<file path="src/rtl/vram_port_arbiter.sv">
//-----------------------------------------------------------------------------
// vram_port_arbiter
//
// Shares one single-port VRAM/register RAM between the Avalon-MM slave
// (CPU writes and readback of score/level/lines) and the VGA text fetch path.
// Video fetches own the port by default; a starvation counter forces a
// pending Avalon access through after STARVE_MAX consecutive denied cycles,
// which bounds CPU latency while the raster is busy.
//
// Exactly one owner per cycle drives the RAM port. Avalon reads are
// pipelined: once the read address is issued the port is released, and the
// returning word is captured when it is due, so video can keep fetching
// while the CPU read is in flight.
//
// Parameters
//   ADDR_W      RAM word address width
//   DATA_W      RAM word width
//   RD_LAT      RAM read latency in cycles (1..3)
//   STARVE_MAX  denied cycles before a pending Avalon access is forced
//
// Ports
//   CLK, RESET                      clock, async active-high reset
//   AVL_CS/READ/WRITE/BYTE_EN       Avalon access qualifiers
//   AVL_ADDR, AVL_WRITEDATA         Avalon address / write data
//   AVL_READDATA, AVL_WAITREQUEST   Avalon read data / stall
//   VID_REQ, VID_ADDR               video fetch request (held until VID_GNT)
//   VID_GNT                         video owns the RAM port this cycle
//   VID_DATA, VID_VALID             fetched word, valid RD_LAT cycles later
//   RAM_ADDR/WREN/BYTEEN/WDATA      shared RAM port
//   RAM_Q                           RAM read data
//
// FSM states
//   state   | meaning
//   IDLE    | accepts a new Avalon access; writes complete in the grant cycle
//   RD_WAIT | Avalon read issued, counting down RAM latency; port free
//   RESP    | read word registered, WAITREQUEST low for one cycle
//-----------------------------------------------------------------------------
`timescale 1ns/1ps

module vram_port_arbiter #(
    parameter int ADDR_W     = 11,
    parameter int DATA_W     = 32,
    parameter int RD_LAT     = 1,
    parameter int STARVE_MAX = 8
) (
    input  logic              CLK,
    input  logic              RESET,

    input  logic              AVL_CS,
    input  logic              AVL_READ,
    input  logic              AVL_WRITE,
    input  logic [3:0]        AVL_BYTE_EN,
    input  logic [ADDR_W-1:0] AVL_ADDR,
    input  logic [DATA_W-1:0] AVL_WRITEDATA,
    output logic [DATA_W-1:0] AVL_READDATA,
    output logic              AVL_WAITREQUEST,

    input  logic              VID_REQ,
    input  logic [ADDR_W-1:0] VID_ADDR,
    output logic              VID_GNT,
    output logic [DATA_W-1:0] VID_DATA,
    output logic              VID_VALID,

    output logic [ADDR_W-1:0] RAM_ADDR,
    output logic              RAM_WREN,
    output logic [3:0]        RAM_BYTEEN,
    output logic [DATA_W-1:0] RAM_WDATA,
    input  logic [DATA_W-1:0] RAM_Q
);

    typedef enum logic [1:0] {
        IDLE    = 2'd0,
        RD_WAIT = 2'd1,
        RESP    = 2'd2
    } state_t;

    localparam int STV_W = $clog2(STARVE_MAX + 1);
    localparam int CNT_W = 2;
    localparam logic [STV_W-1:0] STV_MAX  = STV_W'(STARVE_MAX);
    localparam logic [CNT_W-1:0] CNT_LOAD = CNT_W'(RD_LAT - 1);

    state_t            state, state_nxt;
    logic [STV_W-1:0]  starve, starve_nxt;
    logic [CNT_W-1:0]  rd_cnt, rd_cnt_nxt;
    logic [RD_LAT-1:0] vid_pipe, vid_pipe_nxt;
    logic [DATA_W-1:0] avl_rdata;

    logic acc_req;
    logic pending;
    logic force_avl;
    logic gnt_vid;
    logic gnt_avl;
    logic gnt_wr;
    logic gnt_rd;
    logic rd_due;
    logic resp;

    // Grants are masked while RESET is high so a held VID_REQ or Avalon
    // access cannot show up on the RAM port during reset.
    assign acc_req   = AVL_CS & (AVL_READ | AVL_WRITE);
    assign pending   = ~RESET & acc_req & (state == IDLE);
    assign force_avl = pending & (starve == STV_MAX);
    assign gnt_vid   = ~RESET & VID_REQ & ~force_avl;
    assign gnt_avl   = pending & ~gnt_vid;
    // READ and WRITE both high is treated as a write.
    assign gnt_wr    = gnt_avl & AVL_WRITE;
    assign gnt_rd    = gnt_avl & ~AVL_WRITE;
    // Last RD_WAIT cycle is the one where RAM_Q carries the Avalon word.
    assign rd_due    = (state == RD_WAIT) & (rd_cnt == '0);
    assign resp      = (state == RESP);

    always_comb begin
        state_nxt  = state;
        rd_cnt_nxt = rd_cnt;
        case (state)
            IDLE: begin
                if (gnt_rd) begin
                    state_nxt  = RD_WAIT;
                    rd_cnt_nxt = CNT_LOAD;
                end
            end
            RD_WAIT: begin
                if (rd_cnt == '0) begin
                    state_nxt = RESP;
                end else begin
                    rd_cnt_nxt = rd_cnt - CNT_W'(1);
                end
            end
            RESP: begin
                state_nxt = IDLE;
            end
            default: begin
                state_nxt = IDLE;
            end
        endcase
    end

    always_comb begin
        starve_nxt = '0;
        if (pending & ~gnt_avl) begin
            starve_nxt = (starve == STV_MAX) ? starve : starve + STV_W'(1);
        end
    end

    always_comb begin
        RAM_ADDR   = '0;
        RAM_WREN   = 1'b0;
        RAM_BYTEEN = '0;
        RAM_WDATA  = '0;
        if (gnt_vid) begin
            RAM_ADDR = VID_ADDR;
        end else if (gnt_wr) begin
            RAM_ADDR   = AVL_ADDR;
            RAM_WREN   = 1'b1;
            RAM_BYTEEN = AVL_BYTE_EN;
            RAM_WDATA  = AVL_WRITEDATA;
        end else if (gnt_rd) begin
            RAM_ADDR = AVL_ADDR;
        end
    end

    always_comb begin
        AVL_WAITREQUEST = 1'b0;
        if (RESET) begin
            AVL_WAITREQUEST = 1'b1;
        end else if (acc_req) begin
            AVL_WAITREQUEST = ~(gnt_wr | resp);
        end
    end

    // The video pipe is a plain shift register carrying the grant, so
    // back-to-back grants produce back-to-back VID_VALID pulses.
    generate
        if (RD_LAT == 1) begin : g_pipe_single
            assign vid_pipe_nxt = gnt_vid;
        end else begin : g_pipe_multi
            assign vid_pipe_nxt = {vid_pipe[RD_LAT-2:0], gnt_vid};
        end
    endgenerate

    always_ff @(posedge CLK or posedge RESET) begin
        if (RESET) begin
            state     <= IDLE;
            starve    <= '0;
            rd_cnt    <= '0;
            vid_pipe  <= '0;
            avl_rdata <= '0;
        end else begin
            state    <= state_nxt;
            starve   <= starve_nxt;
            rd_cnt   <= rd_cnt_nxt;
            vid_pipe <= vid_pipe_nxt;
            if (rd_due) begin
                avl_rdata <= RAM_Q;
            end
        end
    end

    assign VID_GNT      = gnt_vid;
    assign VID_VALID    = vid_pipe[RD_LAT-1];
    assign VID_DATA     = VID_VALID ? RAM_Q : '0;
    assign AVL_READDATA = avl_rdata;

endmodule
</file>
<file path="config.mk">
export PLATFORM = sky130hd
export DESIGN_NAME = vram_port_arbiter
export DESIGN_NICKNAME = d
export VERILOG_FILES = /design/src/rtl/vram_port_arbiter.sv
export SDC_FILE = /design/constraint.sdc
export NUM_CORES = 1
export LEC_CHECK = 0
export CAP_MARGIN = 10
export CELL_PAD_IN_SITES_DETAIL_PLACEMENT = 0
export CELL_PAD_IN_SITES_GLOBAL_PLACEMENT = 1
export CORE_AREA = 2 2 83 85
export CTS_CLUSTER_DIAMETER = 40
export DETAILED_ROUTE_END_ITERATION = 8
export DIE_AREA = 0 0 85 87
export DONT_BUFFER_PORTS = 1
export PLACE_DENSITY = 0.69
export RECOVER_POWER = 100
export SLEW_MARGIN = 20
export SYNTH_ARGS = -nofsm -noshare
export SYNTH_HDL_FRONTEND = slang
export SYNTH_SLANG_ARGS = --single-unit
</file>
<file path="constraint.sdc">
create_clock -name CLK -period 2 [get_ports CLK]
set_clock_uncertainty 0.1 [all_clocks]
set_input_delay 0.1 -clock CLK [delete_from_list [all_inputs] [get_ports CLK]]
set_output_delay 0.1 -clock CLK [all_outputs]
set_load 0.1 [all_outputs]
</file>
==> impl_metrics.ini <==
[min_path]
worstHoldPathType = in -> reg

[power_and_ir_drop]
clock_power_share_pct = 8.7
p_per_area_nw_per_um2 = 1610
switching_power_mw = 3.93
cellLeakagePower_nw = 1.78
internal_power_mw = 2.18
comb_power_share_pct = 68.8
sequentialPowerShare_pct = 22.5
sw_frac_of_total_pct = 64.3
irDropWorstVdd_uv = 1150

[cells_and_area]
ff_latch_area_sq_um = 1030
fill_cells = 558
antenna-diode-count = 0
layout.cells.most_common = sky130_fd_sc_hd__dfrtp_1
layout-area-overhead-vs-synth_pct = 68.5
post_route_cells_drive_above_1_share_pct = 63.6
footprint_of_the_multi_input_gates_sq_um = 1380
nNetsFinal = 425
most_frequent_cells_in_the_layout = sky130_fd_sc_hd__dfrtp_1 (40), sky130_fd_sc_hd__and2_4 (36), sky130_fd_sc_hd__dlygate4sd3_1 (35)

[floorplanning]
initial_core_utilization_pct = 34.3
die_height_um = 87
i_o_pins = 211
rows = 30
die_width_um = 85
placeableCoreArea_sq_um = 6570
fp.dieArea_sq_um = 7400

[timing]
worst_pin_slew_ps = 838
hold_viol_final = 0
final_min_period_over_clock_period_pct = 115
setup_ws_ps = -296
grt_setup_unrepaired = true
clock.fmax_ghz = 0.435
worst_slew_margin_rel_pct = 44.0
clock_period_minus_final_worst_setup_slack_ps = 2300
final.setup.tns_ps = -13150
drv_slew = 0
final-setup-viol-count = 50

[global_routing]
first_global_vias = 2118
grt_start_max_net_pins = 34
track_usage_pct = 17.9
grt_first_pass_wirelength_um = 10500
grt_antenna_before_repair = 0
leftover_overflow_at_the_end_of_global_routing = 0

[yosys]
number_of_flops_mapped_to_enable_cells_by_yosys = 0
ys_warn_count = 0
syn-num-nets = 304
synth_largest_area_cell = sky130_fd_sc_hd__dfrtp_1
post_synth_num_cell_types = 30
postSynth.topFlopCell = sky130_fd_sc_hd__dfrtp_1
synthesis.instances = 205
synth_top_area_share_pct = 45.6
ys_seq_area_share_pct = 45.6
ys_top_cells_by_area = sky130_fd_sc_hd__dfrtp_1 (46%), sky130_fd_sc_hd__and2_1 (19%), sky130_fd_sc_hd__mux2_2 (16%), sky130_fd_sc_hd__a22o_1 (4.3%), sky130_fd_sc_hd__ha_1 (1.7%)
ys_seq_elements = 41
share_of_flip_flops_with_an_asynchronous_set_or_reset_pct = 100
synth.cell_area_sq_um = 2250
syn_area_per_cell_sq_um = 11.0

[drt]
avgViaCountPerCell = 4.98
wire_per_inst_um = 17.3
overall_via_count_from_detail_route = 2028
wl_um = 7030
drtAntennaViolNets = 0
drtPass1Iterations = 4
initialDrtViolationCount = 89
drcViolationCount = 0

[clock_tree]
ctsHtreeMaxLevel = 2
path_clk_slew_ps = 80
worstSkewPairLatency_ps = 280
cts-root-buf = sky130_fd_sc_hd__clkbuf_8
clk_path_buf_depth = 2
cts_tree = yes
tritoncts_num_sinks = 41
tritoncts.num_buffers = 5

[setup_path]
r2r_slack_ps = 130
crit_arrival_ps = 2100
r2r_end = rd_cnt[0]
critPathLaunch = state[1]
start_kind = flip-flop
crit_path_max_fanout = 7
cp_data_required_time_ps = 1800
worst_setup_path_end_kind = primary output
cp-endpoint = RAM_ADDR[9]
regToRegStartpoint = state[1]
setup.worst_path.class = reg -> out
worst-r2r-cell-count = 3

[place]
place_worst_setup_slack_ps = -74.1
finalWeightedCongestion = 0.701
hpwl_um = 5140
portBuffers = 0

[outcome]
violations = negative setup slack
status = finished with violations

[job]
max-cap-violations = 0
metrics by stage:
step	instance area, sq um	instances	power, mW	hold slack (ps)	util (%)
finish	3790	407	6.11	4.41	57.7
detailed placement	3600	353	5.81	-133	54.8
CTS	4190	406	6.44	2.62	63.8
global route	3790	407	6.31	24.6	57.7
global placement	3600	353	5.75	-136	54.8
floorplan	2490	205	4.90	151	-
metal layers:
| metal | part of all wire [%] | up-vias | track usage (%) |
|---|---|---|---|
| met5 | 0 | - | 0 |
| met4 | 0.74 | 0 | 4.62 |
| met3 | 6.9 | 4 | 4.83 |
| met2 | 57 | 92 | 33.9 |
| met1 | 35 | 1001 | 19.8 |
| li1 | - | 931 | - |
how the worst min path moves through the flow:
stage                     cells after the start               end  startpoint
after floorplan                               1  AVL_READDATA[28]   RAM_Q[28]
after global placement                        1         rd_cnt[0]       RESET
after detailed placement                      1         rd_cnt[0]       RESET
after CTS                                     3         starve[1]       RESET
after global routing                          3         starve[1]       RESET
final                                         3         starve[1]       RESET
kinds of logic (layout without fill, tap and decap cells):
kind of cell | count (synthesis) | after routing | share of synthesized area, %
AND/OR/NAND/NOR | 87 | 87 | 24.0
AO/OA/AOI/OAI | 19 | 20 | 7.89
XOR/XNOR | 2 | 2 | 0.778
flip-flops | 41 | 41 | 45.6
buffers and inverters | 21 | 142 | 4.06
multiplexers | 32 | 32 | 16.0
adder cells (fa/ha/maj) | 3 | 3 | 1.67
registers in the layout, summed over array words and instances, names as in the netlist:
name and cells:
starve 4, VID_VALID 1, state 2, AVL_READDATA 32, rd_cnt 2
synthesized netlist by cell type, types with 2 or more instances:
cell type and instances:
sky130_fd_sc_hd__a22o_1 11, sky130_fd_sc_hd__mux2_2 32, sky130_fd_sc_hd__nand2_1 2, sky130_fd_sc_hd__ha_1 3, sky130_fd_sc_hd__inv_1 10, sky130_fd_sc_hd__clkbuf_1 6
sky130_fd_sc_hd__buf_2 4, sky130_fd_sc_hd__nand2b_1 2, sky130_fd_sc_hd__nor2_1 5, sky130_fd_sc_hd__nand3b_1 2, sky130_fd_sc_hd__dfrtp_1 41, sky130_fd_sc_hd__or2_2 2
sky130_fd_sc_hd__and2_1 68
power groups by stage:
stage	Clock [mW]	Combinational (mW)	Sequential, mW
finish	0.532	4.21	1.37
floorplan	0	1.09	3.81
global route	0.590	4.30	1.42
global placement	0	4.38	1.36
detailed placement	0	4.42	1.39
CTS	0.552	4.51	1.37
critical path, stage by stage, from the launching register on:
cell                      delay (ps)
sky130_fd_sc_hd__dfrtp_1         380
sky130_fd_sc_hd__or4b_4          590
sky130_fd_sc_hd__o31a_4          370
sky130_fd_sc_hd__a22o_2          300
sky130_fd_sc_hd__buf_12          170
cell type report:
| class | instances | area share (%) |
|---|---|---|
| multi-input combinational | 144 | 36.4 |
| clock buffer | 5 | 1.81 |
| clock inverter | 3 | 0.462 |
| sequential | 41 | 27.1 |
| timing repair buffer | 124 | 30.6 |
| tap | 80 | 2.64 |
| inverter | 10 | 0.990 |
timing repair:
item	4_1_cts	5_1_grt
pin swaps	30	20
endpoints found under the setup margin	50	51
resized for setup	13	2
setup buffers	7	1
endpoints found under the hold margin	75	0
gates cloned	3	0
hold buffers	35	0
(Power assumes the default switching activity.)
